<file path="config.mk">
export PLATFORM = sky130hd
export DESIGN_NAME = apb_req_arbiter
export DESIGN_NICKNAME = d
export VERILOG_FILES = /design/src/rtl/apb_req_arbiter.sv
export SDC_FILE = /design/constraint.sdc
export NUM_CORES = 1
export LEC_CHECK = 0
export BUFFER_PORTS_ARGS = -buffer_cell sky130_fd_sc_hd__buf_2
export CORE_AREA = 2 2 115 117
export CTS_CLUSTER_DIAMETER = 60
export DETAILED_ROUTE_END_ITERATION = 16
export DIE_AREA = 0 0 117 119
export GPL_TIMING_DRIVEN = 0
export PLACE_DENSITY = 0.76
export SLEW_MARGIN = 10
export SYNTH_ARGS = -nofsm -noshare
export SYNTH_HDL_FRONTEND = slang
export SYNTH_SLANG_ARGS = --single-unit
</file>
<file path="constraint.sdc">
create_clock -name pclk -period 2.2 [get_ports pclk]
set_clock_uncertainty 0.05 [all_clocks]
set_input_delay 0.33 -clock pclk [delete_from_list [all_inputs] [get_ports pclk]]
set_output_delay 0.33 -clock pclk [all_outputs]
set_load 0.01 [all_outputs]
</file>
<file path="src/rtl/apb_req_arbiter.sv">
// apb_req_arbiter
//   Round-robin arbiter that funnels NUM_REQ simple request ports onto one
//   APB requester interface. Each grant runs one full SETUP/ACCESS transfer.
//   A transfer that waits TIMEOUT cycles with pready low is aborted and
//   reported as an error.
//
// Ports
//   pclk, presetn        clock, asynchronous active-low reset
//   req_valid/req_ready  per-requester request / one-hot acceptance pulse
//   req_addr/write/wdata/strb/prot  packed per-requester request fields
//   rsp_valid/id/rdata/slverr       one-cycle completion report
//   paddr..pstrb         APB request outputs (registered)
//   pready/prdata/pslverr           APB completer response inputs
module apb_req_arbiter #(
    parameter int ADDR_WIDTH = 32,
    parameter int DATA_WIDTH = 32,
    parameter int NUM_REQ    = 2,
    parameter int TIMEOUT    = 16
) (
    input  logic                              pclk,
    input  logic                              presetn,
    input  logic [NUM_REQ-1:0]                req_valid,
    output logic [NUM_REQ-1:0]                req_ready,
    input  logic [NUM_REQ*ADDR_WIDTH-1:0]     req_addr,
    input  logic [NUM_REQ-1:0]                req_write,
    input  logic [NUM_REQ*DATA_WIDTH-1:0]     req_wdata,
    input  logic [NUM_REQ*DATA_WIDTH/8-1:0]   req_strb,
    input  logic [NUM_REQ*3-1:0]              req_prot,
    output logic                              rsp_valid,
    output logic [$clog2(NUM_REQ)-1:0]        rsp_id,
    output logic [DATA_WIDTH-1:0]             rsp_rdata,
    output logic                              rsp_slverr,
    output logic [ADDR_WIDTH-1:0]             paddr,
    output logic [2:0]                        pprot,
    output logic                              pnse,
    output logic                              psel,
    output logic                              penable,
    output logic                              pwrite,
    output logic [DATA_WIDTH-1:0]             pwdata,
    output logic [DATA_WIDTH/8-1:0]           pstrb,
    input  logic                              pready,
    input  logic [DATA_WIDTH-1:0]             prdata,
    input  logic                              pslverr
);

    localparam int ID_W   = $clog2(NUM_REQ);
    localparam int STRB_W = DATA_WIDTH / 8;
    localparam int CNT_W  = $clog2(TIMEOUT + 1);

    typedef enum logic [1:0] {IDLE, SETUP, ACCESS} state_t;

    state_t             state;
    logic [ID_W-1:0]    rr_ptr;     // first index searched at the next grant
    logic [ID_W-1:0]    cur_id;     // requester owning the current transfer
    logic [CNT_W-1:0]   wait_cnt;   // ACCESS cycles seen with pready low

    logic               grant_any;
    logic [ID_W-1:0]    grant_id;
    logic [ID_W-1:0]    cand;
    logic [ID_W-1:0]    next_ptr;

    logic [ADDR_WIDTH-1:0] sel_addr;
    logic                  sel_write;
    logic [DATA_WIDTH-1:0] sel_wdata;
    logic [STRB_W-1:0]     sel_strb;
    logic [2:0]            sel_prot;

    // Round-robin search: walk the indices starting at rr_ptr, wrapping at
    // NUM_REQ-1, and take the first one that is requesting.
    always_comb begin
        // NOTE: every variable a combinational block writes gets a default
        // before any conditional assignment; otherwise a latch is inferred.
        grant_any = 1'b0;
        grant_id  = '0;
        cand      = rr_ptr;
        for (int i = 0; i < NUM_REQ; i++) begin
            if (!grant_any && req_valid[cand]) begin
                grant_any = 1'b1;
                grant_id  = cand;
            end
            cand = (cand == ID_W'(NUM_REQ - 1)) ? '0 : cand + 1'b1;
        end
    end

    assign next_ptr = (grant_id == ID_W'(NUM_REQ - 1)) ? '0 : grant_id + 1'b1;

    // Fields of the winning requester, selected with constant slices.
    always_comb begin
        sel_addr  = '0;
        sel_write = 1'b0;
        sel_wdata = '0;
        sel_strb  = '0;
        sel_prot  = '0;
        for (int i = 0; i < NUM_REQ; i++) begin
            if (grant_id == ID_W'(i)) begin
                sel_addr  = req_addr[i*ADDR_WIDTH +: ADDR_WIDTH];
                sel_write = req_write[i];
                sel_wdata = req_wdata[i*DATA_WIDTH +: DATA_WIDTH];
                sel_strb  = req_strb[i*STRB_W +: STRB_W];
                sel_prot  = req_prot[i*3 +: 3];
            end
        end
    end

    // Acceptance is combinational so a requester sees it in the grant cycle;
    // gating with presetn keeps it low while reset is asserted.
    assign req_ready = (presetn && state == IDLE && grant_any)
                       ? (NUM_REQ'(1) << grant_id) : '0;

    assign pnse = 1'b0;

    // The captured request fields are the APB output registers themselves;
    // they are zeroed whenever the bus is idle.
    always_ff @(posedge pclk or negedge presetn) begin
        if (!presetn) begin
            state      <= IDLE;
            rr_ptr     <= '0;
            cur_id     <= '0;
            wait_cnt   <= '0;
            psel       <= 1'b0;
            penable    <= 1'b0;
            paddr      <= '0;
            pwrite     <= 1'b0;
            pwdata     <= '0;
            pstrb      <= '0;
            pprot      <= '0;
            rsp_valid  <= 1'b0;
            rsp_id     <= '0;
            rsp_rdata  <= '0;
            rsp_slverr <= 1'b0;
        end else begin
            // NOTE: sequential state uses non-blocking assignments so every
            // flop samples pre-edge values regardless of statement order.
            rsp_valid <= 1'b0;
            case (state)
                IDLE: begin
                    if (grant_any) begin
                        state  <= SETUP;
                        psel   <= 1'b1;
                        paddr  <= sel_addr;
                        pwrite <= sel_write;
                        pwdata <= sel_write ? sel_wdata : '0;
                        pstrb  <= sel_write ? sel_strb : '0;
                        pprot  <= sel_prot;
                        cur_id <= grant_id;
                        rr_ptr <= next_ptr;
                    end
                end
                SETUP: begin
                    state    <= ACCESS;
                    penable  <= 1'b1;
                    wait_cnt <= '0;
                end
                ACCESS: begin
                    // The TIMEOUT-th consecutive cycle with pready low ends
                    // the transfer as an error.
                    if (pready || wait_cnt == CNT_W'(TIMEOUT - 1)) begin
                        state      <= IDLE;
                        psel       <= 1'b0;
                        penable    <= 1'b0;
                        paddr      <= '0;
                        pwrite     <= 1'b0;
                        pwdata     <= '0;
                        pstrb      <= '0;
                        pprot      <= '0;
                        wait_cnt   <= '0;
                        rsp_valid  <= 1'b1;
                        rsp_id     <= cur_id;
                        rsp_slverr <= pready ? pslverr : 1'b1;
                        rsp_rdata  <= (pready && !pwrite) ? prdata : '0;
                    end else begin
                        wait_cnt <= wait_cnt + 1'b1;
                    end
                end
                default: state <= IDLE;
            endcase
        end
    end

endmodule

</file>
==> metrics.cfg <==
[logic_synthesis]
synth_fp_nets = 717
synthMuxAreaShare_pct = 13.4
synthCells = 530
ys_warn_count = 0
synth_area_leaders = dfrtp_1 (56%), mux2i_1 (13%), nand2_1 (11%)
synth_top_area_share_pct = 55.6
synth_seq_cells = 118
synth.distinct_cells = 33
synth_top_family_by_area = simple AND/OR/NAND/NOR gates
synth_xor_area_share_pct = 0
synth_most_common_cell = nand2_1
synth_area_mm2 = 0.00531
synth_area_leader_cell = dfrtp_1
yosysSeqAreaShare_pct = 55.6
synth_compound_area_share_pct = 10.2
synth_edf_count = 0
synth-simple-area-share_pct = 15.6
syn_area_per_cell_um2 = 10.0
synthAdderAreaFrac_pct = 1.18
synth_ff_type = dfrtp_1
ys_async_sr_fraction_pct = 100
synth_common_cells = nand2_1 (149), dfrtp_1 (118), mux2i_1 (71)

[clocking]
htreeDepth = 4
worstSkewPairLatency_ns = 0.41
cts_buffers = 17
cts.clk_slew.worst_paths_ns = 0.05
root_buffer = clkbuf_16
tritoncts = built
clock-sinks = 118
clock_path_buffers = 2

[run]
cap_violations = 0

[layout]
drive_above_1_share_pct = 42.9
nets = 1033
seq_area_mm2 = 0.00295
final_area_mm2 = 0.00768
antenna_cells = 0
final_core_util_pct = 59.7
multi_input_area_mm2 = 0.00218
syn_to_final_growth_pct = 44.6
fillers = 1148

[place]
routabilityCongestion = 0.788
hpwl_um = 11500
placement.io_buffers = 291
placedInstanceArea_mm2 = 0.00702

[sta]
rsz0062_at_grt = no
setup_tns_ns = 0
period_share_pct = 95.1
setup_viol = 0
hold_viol_final = 0
fmax_mhz = 478
fin_crit_ns = 2.09
slew_violations = 0
fin_hold_ws_ns = 0.0973
worst_pin_slew_ns = 0.521
maxSlewHeadroom_pct = 65.2

[min_path]
hp-start = prdata[25]
hold_path.class = in -> reg
hold_depth = 3

[critical_path]
reg2reg_to = rsp_rdata[27]$_DFFE_PN0P_
rr_worst_depth = 8
r2r_start = wait_cnt[0]$_DFFE_PN0P_
cp_max_fo = 10
cp_slowest_cell = dfrtp_1
required_ns = 1.82
r2r_slack_ns = 0.13
critPathCaptureType = output port
critical_path.top_delay_family = simple AND/OR/NAND/NOR gates
startpoint_type = flop
critPathLaunch = rr_ptr$_DFFE_PN0P_
crit_type = reg -> out
crit_path_end = req_ready[1]
crit_chain = nand2b_2 > nand2_4 > buf_4 > nor2_1 > buf_2
worstPathArrival_ns = 1.71
slowest_delay_ns = 0.40
crit_buf_inv = 2
cp_num_cells = 5

[grt]
grt_max_degree = 85
grt_pass1_wl_um = 22900
antenna_found_initial = 0
track_usage_pct = 21.5
grt_pass1_vias = 4745
grt_overflow = 0

[power_and_ir_drop]
p_per_area_mw_per_mm2 = 1310
peakVddDrop_uv = 529
p_total_mw = 10.0
p_leak_nw = 4.38

[die]
rows = 42
dieHeight_um = 119
start_util_pct = 41.3
core-area_mm2 = 0.0129
dieArea_mm2 = 0.0139
die_x_um = 117
io_pins = 294

[detailed_routing]
wl_per_cell_um = 14.6
antenna_left = 0
drt_first_pass_iters = 4
first_iter_violations = 249
drt-total-wl_um = 15100
drc = 0
via_per_inst = 4.78
num_vias = 4945

[outcome]
status = complete, no violations

-- per-stage QoR --
stage	setup slack, ns	cells
after global placement	-1.08	997
after detailed placement	-0.178	998
after global routing	0.00389	1034
after floorplan	0.191	530
final	0.109	1034
after CTS	0.00645	1031
-- timing repair --
item,in CTS,in global routing
hold endpoints to repair,34,0
hold buffers,1,0
pin swaps,1,1
buffers inserted,1,3
gates resized for setup,10,22
endpoints found under the setup margin,101,105
-- cell type report --
type,instances,area share (%)
sequential,118,38.4
multi-input combinational,368,28.3
timing repair buffer,297,19.9
clock buffer,21,5.73
buffer,35,2.88
tap,176,2.87
clock inverter,10,1.38
inverter,9,0.456
-- layer usage --
layer  vias up  track usage (%)  part of all wire [%]
met5         -                0                     0
met4         0             7.65                   1.6
met3        19             6.82                   7.8
met2       200             37.5                    50
met1      2294             24.5                    41
li1       2432                -                     -
-- how the worst min path moves through the flow --
stage,endpoint,slack [ns]
after floorplan,cur_id$_DFFE_PN0P_,-0.02
after global placement,rsp_rdata[10]$_DFFE_PN0P_,0.40
after detailed placement,rsp_rdata[29]$_DFFE_PN0P_,0.20
after CTS,rsp_rdata[25]$_DFFE_PN0P_,0.08
after global routing,rsp_rdata[25]$_DFFE_PN0P_,0.08
final,rsp_rdata[25]$_DFFE_PN0P_,0.1
-- placed cells by master, fill, tap and decap left out, types with 8 or more instances in the layout --
cell,n
dfrtp_1,118
nand2_1,149
clkbuf_16,17
o21ai_2,10
buf_4,11
buf_2,299
clkbuf_1,13
mux2i_1,71
inv_1,8
o21ai_0,50
o21ai_1,20
nand3_1,37
-- kinds of logic after synthesis --
| family | count (synthesis) |
|---|---|
| AND/OR/NAND/NOR | 198 |
| flip-flops | 118 |
| AO/OA/AOI/OAI | 93 |
| other | 1 |
| buffers and inverters | 44 |
| multiplexers | 71 |
| adder cells (fa/ha/maj) | 5 |
-- power breakdown --
group,internal (mW),switching (mW),total (mW)
combinational,1.60,2.37,3.97
clock,1.65,0.929,2.58
sequential,3.04,0.441,3.48
-- worst register-to-register path, stage by stage, from the launching register on --
cell,delay (ns)
dfrtp_1,0.39
ha_1,0.22
and3_1,0.19
ha_1,0.25
o21ai_4,0.25
clkinv_2,0.17
clkbuf_2,0.23
nand3_1,0.14
nand2_1,0.07
-- state kept, by name, summed over array words and instances (netlist names) --
register	flops
pwrite	1
paddr	32
psel	1
cur_id	1
wait_cnt	5
rsp_slverr	1
state	2
pwdata	32
rsp_id	1
penable	1
rsp_rdata	32
rr_ptr	1
pprot	3
rsp_valid	1
pstrb	4
(Power assumes the default switching activity.)
